`src/rtl/mult_arbiter.sv`:
```
// Round-robin arbiter sharing one sequential multiplier among N_REQ requesters,
// with operand latching, busy-handshake tracking and a watchdog abort.
module mult_arbiter #(
   parameter int N_REQ   = 4,
   parameter int W       = 8,
   parameter int TIMEOUT = 32
) (
   input  logic               clk_i,
   input  logic               rst_i,
   input  logic [N_REQ-1:0]   req_i,
   input  logic [N_REQ*W-1:0] a_bi,
   input  logic [N_REQ*W-1:0] b_bi,
   output logic [N_REQ-1:0]   gnt_o,
   output logic [N_REQ-1:0]   done_o,
   output logic               err_o,
   output logic [2*W-1:0]     y_bo,
   output logic               busy_o,
   output logic               mul_start_o,
   output logic [W-1:0]       mul_a_bo,
   output logic [W-1:0]       mul_b_bo,
   input  logic               mul_busy_i,
   input  logic [2*W-1:0]     mul_y_bi
);

   localparam int PW = (N_REQ > 1) ? $clog2(N_REQ) : 1;
   localparam int CW = $clog2(TIMEOUT + 1);
   localparam logic [PW:0] N_L = (PW+1)'(N_REQ);

   typedef enum logic [1:0] {S_IDLE, S_ISSUE, S_RUN, S_DONE} state_t;

   state_t             state_q, state_d;
   logic [PW-1:0]      ptr_q, ptr_d;
   logic [CW-1:0]      wd_q, wd_d;
   logic [N_REQ-1:0]   gnt_q, gnt_d, done_q, done_d;
   logic               err_q, err_d, start_q, start_d;
   logic [2*W-1:0]     y_q, y_d;
   logic [W-1:0]       a_q, a_d, b_q, b_d;

   logic [2*N_REQ-1:0] req_rot;
   logic [PW-1:0]      off, win;
   logic [PW:0]        win_sum;
   logic               timeout;

   // Requests rotated so that bit 0 is the requester at the RR pointer.
   always_comb begin
      req_rot = {req_i, req_i} >> ptr_q;
      off     = '0;
      for (int i = N_REQ - 1; i >= 0; i--) begin
         if (req_rot[i]) off = PW'(i);
      end
      win_sum = {1'b0, ptr_q} + {1'b0, off};
      if (win_sum >= N_L) win_sum = win_sum - N_L;
      win = win_sum[PW-1:0];
   end

   assign timeout = (wd_q == CW'(TIMEOUT - 1));

   // NOTE: every next-state variable is defaulted to its current value first,
   // so no path through the case statement can infer a latch.
   always_comb begin
      state_d = state_q;
      ptr_d   = ptr_q;
      wd_d    = wd_q;
      gnt_d   = gnt_q;
      done_d  = done_q;
      err_d   = err_q;
      start_d = start_q;
      y_d     = y_q;
      a_d     = a_q;
      b_d     = b_q;
      case (state_q)
         S_IDLE: begin
            wd_d = '0;
            if (|req_i) begin
               gnt_d = '0;
               for (int k = 0; k < N_REQ; k++) begin
                  if (win == PW'(k)) begin
                     gnt_d[k] = 1'b1;
                     a_d      = a_bi[k*W +: W];
                     b_d      = b_bi[k*W +: W];
                  end
               end
               ptr_d   = (win == PW'(N_REQ - 1)) ? '0 : win + 1'b1;
               start_d = 1'b1;
               state_d = S_ISSUE;
            end
         end
         S_ISSUE, S_RUN: begin
            wd_d = wd_q + 1'b1;
            if (timeout) begin
               done_d  = gnt_q;
               err_d   = 1'b1;
               y_d     = '0;
               start_d = 1'b0;
               state_d = S_DONE;
            end else if (state_q == S_ISSUE && mul_busy_i) begin
               start_d = 1'b0;
               state_d = S_RUN;
            end else if (state_q == S_RUN && !mul_busy_i) begin
               y_d     = mul_y_bi;
               done_d  = gnt_q;
               state_d = S_DONE;
            end
         end
         S_DONE: begin
            gnt_d   = '0;
            done_d  = '0;
            err_d   = 1'b0;
            wd_d    = '0;
            state_d = S_IDLE;
         end
         default: state_d = S_IDLE;
      endcase
   end

   // NOTE: sequential state uses non-blocking assignments so all registers
   // update together from values sampled at the same edge.
   always_ff @(posedge clk_i or posedge rst_i) begin
      if (rst_i) begin
         state_q <= S_IDLE;
         ptr_q   <= '0;
         wd_q    <= '0;
         gnt_q   <= '0;
         done_q  <= '0;
         err_q   <= 1'b0;
         start_q <= 1'b0;
         y_q     <= '0;
         a_q     <= '0;
         b_q     <= '0;
      end else begin
         state_q <= state_d;
         ptr_q   <= ptr_d;
         wd_q    <= wd_d;
         gnt_q   <= gnt_d;
         done_q  <= done_d;
         err_q   <= err_d;
         start_q <= start_d;
         y_q     <= y_d;
         a_q     <= a_d;
         b_q     <= b_d;
      end
   end

   assign gnt_o       = gnt_q;
   assign done_o      = done_q;
   assign err_o       = err_q;
   assign y_bo        = y_q;
   assign busy_o      = (state_q != S_IDLE);
   assign mul_start_o = start_q;
   assign mul_a_bo    = a_q;
   assign mul_b_bo    = b_q;

endmodule
```
`config.mk`:
```
export PLATFORM = sky130hd
export DESIGN_NAME = mult_arbiter
export DESIGN_NICKNAME = d
export VERILOG_FILES = /design/src/rtl/mult_arbiter.sv
export SDC_FILE = /design/constraint.sdc
export NUM_CORES = 1
export LEC_CHECK = 0
export ABC_AREA = 1
export BUFFER_PORTS_ARGS = -buffer_cell sky130_fd_sc_hd__buf_2
export CAP_MARGIN = 20
export CORE_ASPECT_RATIO = 0.5
export CORE_MARGIN = 2
export CORE_UTILIZATION = 27
export DETAILED_ROUTE_END_ITERATION = 7
export HOLD_SLACK_MARGIN = 0.15
export PLACE_DENSITY = 0.58
export RECOVER_POWER = 25
export SLEW_MARGIN = 20
export SYNTH_ARGS = -nofsm -noshare
export SYNTH_HDL_FRONTEND = slang
export SYNTH_SLANG_ARGS = --single-unit
```
`constraint.sdc`:
```
create_clock -name clk_i -period 3.6 [get_ports clk_i]
set_clock_uncertainty 0.1 [all_clocks]
set_input_delay 0.54 -clock clk_i [delete_from_list [all_inputs] [get_ports clk_i]]
set_output_delay 0.54 -clock clk_i [all_outputs]
set_load 0.005 [all_outputs]
```
==> results_dict.tcl <==
set metrics [dict create \
    status "finished, violations left" \
    violations "max-capacitance violations" \
    grt_pass1_vias 2916 \
    core_area_mm2 0.0111 \
    syn-num-nets 497 \
    worst-endpoint-required_ps 3720 \
    criticalPathCategory "reg -> reg" \
    grt_max_degree 39 \
    path_cells "inv_2, nand2_1, nand3_1, nand2_1, nand3_1, a21boi_0, ha_1, xnor2_1, inv_1, nand2_4, nand2_4, ha_1, clkinv_1, nand3_4, nand2_4, nor2_1, a21oi_1" \
    leakagePower_nw 2.16 \
    tns_ps 0 \
    clock-root-buffer "clkbuf_16" \
    insertion_delay_ps 290 \
    dp.cells 661 \
    clockPowerShare_pct 10.4 \
    final_common_cell "buf_2" \
    path_buf_inv 3 \
    grtUsageTotal_pct 14.6 \
    critPathMaxStageDelay_ps 440 \
    hold_class "reg -> reg" \
    nets 617 \
    startpoint_type "register" \
    synthAdderAreaFrac_pct 2.80 \
    clock.fmax_ghz 0.323 \
    final_cell_mix "129 x buf_2, 100 x nand2_1, 52 x dfrtp_1" \
    clkTransAtPathRegs_ps 70 \
    grt_use_met1_pct 20.1 \
    switching_share_pct 51.1 \
    grt_pass1_wl_um 14500 \
    netlist_area_mm2 0.00313 \
    critical-path-slowest-cell "dfrtp_1" \
    hpwlAfterDp_um 6770 \
    cap_violations 1 \
    muxShareOfSynthArea_pct 0 \
    numCtsBuffers 5 \
    final_antenna_net_count 0 \
    die_y_um 80.1 \
    n_antenna_cell 0 \
    grt_most_used_layer "met2" \
    routed_wl_um 9050 \
    cp-end-kind "register" \
    hold_viol_final 0 \
    final_max_slew_viol_count 0 \
    rrSetupSlack_ps 510 \
    path_max_fanout 18 \
    routedWlPerCell_um 13.5 \
    yosys.area_share.xor_xnor_pct 0.280 \
    route.detailed.drc 0 \
    cts_buffer_depth 2 \
    max_slew_margin_pct 0.175 \
    place_congestion 0.845 \
    io_buffer_count 129 \
    p_switching_w 0.00230 \
    die_x_um 156 \
    peakVddDrop_mv 0.405 \
    ys_warn_count 0 \
    synth_cells 403 \
    worst_slew_pin_slew_ps 1500 \
    finalInstanceArea_mm2 0.00400 \
    post_synth_num_cell_types 35 \
    power.density_mw_per_mm2 1130 \
    rsz0062_at_grt "false" \
    post_cts.repair.setup_buffers 0 \
    start_util_pct 28.0 \
    cts_sinks 52 \
    met2_usage_pct 24.0 \
    setup_viol 0 \
    areaGrowthSynthToFinish_pct 28.0 \
    core.rowCount 27 \
    syn_area_per_cell_um2 7.76 \
    htree_levels 2 \
    cp.arrival_ps 3210 \
    vias 3107 \
    ys_seq_area_share_pct 41.6 \
    fin_crit_ps 3090 \
    finalPower_w 0.00451 \
    synthSimpleGateAreaFrac_pct 32.9 \
    fin_crit_sh_pct 85.9 \
    drive_above_1_share_pct 33.3 \
    synth-compound-area-share_pct 14.2 \
    cp_common_cell "nand2_4" \
    synth_top_family_by_area "simple AND/OR/NAND/NOR gates" \
    combinationalPowerShare_pct 67.5 \
    ctsResizeCount 0 \
    placed_area_mm2 0.00387 \
    cp_top_family "simple AND/OR/NAND/NOR gates" \
    finalNonFillerCells 668 \
    drt-pass1-iter-count 4 \
    first_iter_violations 124 \
    ctsHoldBuffers 0 \
    vias_per_cell 4.65 \
    grt_util_met3_pct 2.48 \
    ys_seq_elements 52 \
    holdWs_ps 368 \
    p_int_w 0.00220 \
    dieArea_mm2 0.0125 \
    overflow 0 \
    cts_tree "yes" \
    antenna_found_initial 0 \
    ios 130 \
    pwr-share-seq_pct 22.1 \
]
## cell families (layout without fill, tap and decap cells)
| logic type | after synthesis | count (layout) |
|---|---|---|
| AOI/OAI and AO/OA | 69 | 69 |
| DFF | 52 | 52 |
| buffers and inverters | 55 | 175 |
| xor gates and xnor gates | 1 | 1 |
| and+or+nand+nor | 219 | 219 |
| adders and majority gates | 7 | 7 |
## Yosys cell counts, drive strengths merged
| cell | number | area, um^2 |
|---|---|---|
| inv | 30 | 113 |
| and3 | 1 | 6.26 |
| clkbuf | 10 | 37.5 |
| a31o | 1 | 8.76 |
| o31ai | 1 | 7.51 |
| nand3 | 54 | 300 |
| clkinv | 4 | 16.3 |
| nand2 | 106 | 433 |
| o211ai | 1 | 7.51 |
| a21boi | 1 | 7.51 |
| a21oi | 37 | 223 |
| o22a | 1 | 8.76 |
| buf | 11 | 87.6 |
| xnor2 | 1 | 8.76 |
| a22oi | 1 | 7.51 |
| nand4 | 17 | 106 |
| o21ai | 10 | 53.8 |
| nor2 | 38 | 168 |
| nor3 | 2 | 10.0 |
| nor4 | 1 | 6.26 |
| o21a | 16 | 120 |
| ha | 7 | 87.6 |
| dfrtp | 52 | 1300 |
## per-layer routing
layer	up-vias	wire length, um
met5	-	0
met4	0	102
met3	7	416
met2	105	4160
met1	1410	4370
li1	1585	-
## per-stage QoR
stage / utilization [%] / setup slack [ps]
after floorplan: - / 861
after global placement: 34.7 / 425
after detailed placement: 34.7 / 371
after CTS: 35.9 / 482
after global routing: 35.9 / 136
final: 35.9 / 508
## worst reg2reg max path: cells and delay by family, from the launching register on
kind	cells	cell delay, ps
adder cells (fa/ha/maj)	2	410
AND/OR/NAND/NOR	9	1230
flip-flops	1	440
buffers and inverters	3	330
AO/OA/AOI/OAI	2	220
XOR/XNOR	1	280
## registers in the layout, indices dropped and copies added (netlist names)
register / cells
y_bo: 16
mul_a_bo: 8
mul_b_bo: 8
wd_q: 6
done_o: 4
gnt_o: 4
ptr_q: 2
state_q: 2
err_o: 1
mul_start_o: 1
## cell type report
cell class                      instances  area (um^2)
Fill cell                            1225         7150
Inverter                               34          129
Tap cell                              145          181
Clock buffer                            6          129
Multi-Input combinational cell        296         1570
Clock inverter                          1         5.00
Sequential cell                        52         1300
Timing Repair Buffer                  134          683
## power by group through the flow
stage / registers [W] / logic (W) / clock network [W]
floorplan: 0.000997 / 0.00237 / 0
global placement: 0.00101 / 0.00303 / 0
detailed placement: 0.00101 / 0.00306 / 0
CTS: 0.00100 / 0.00307 / 0.000487
global route: 0.00103 / 0.00344 / 0.000518
finish: 0.000997 / 0.00304 / 0.000467
## path summary, 6_finish.rpt
check	cells after the start	from	end
setup reg to reg	17	ptr_q[0]	mul_b_bo[7]
min in group asynchronous	2	rst_i	y_bo[0]
hold reg to reg	1	wd_q[0]	wd_q[0]
hold / removal	1	wd_q[0]	wd_q[0]
max in group asynchronous	3	rst_i	wd_q[3]
setup / recovery	17	ptr_q[0]	mul_b_bo[7]
Power figures use the tool's default switching activity.
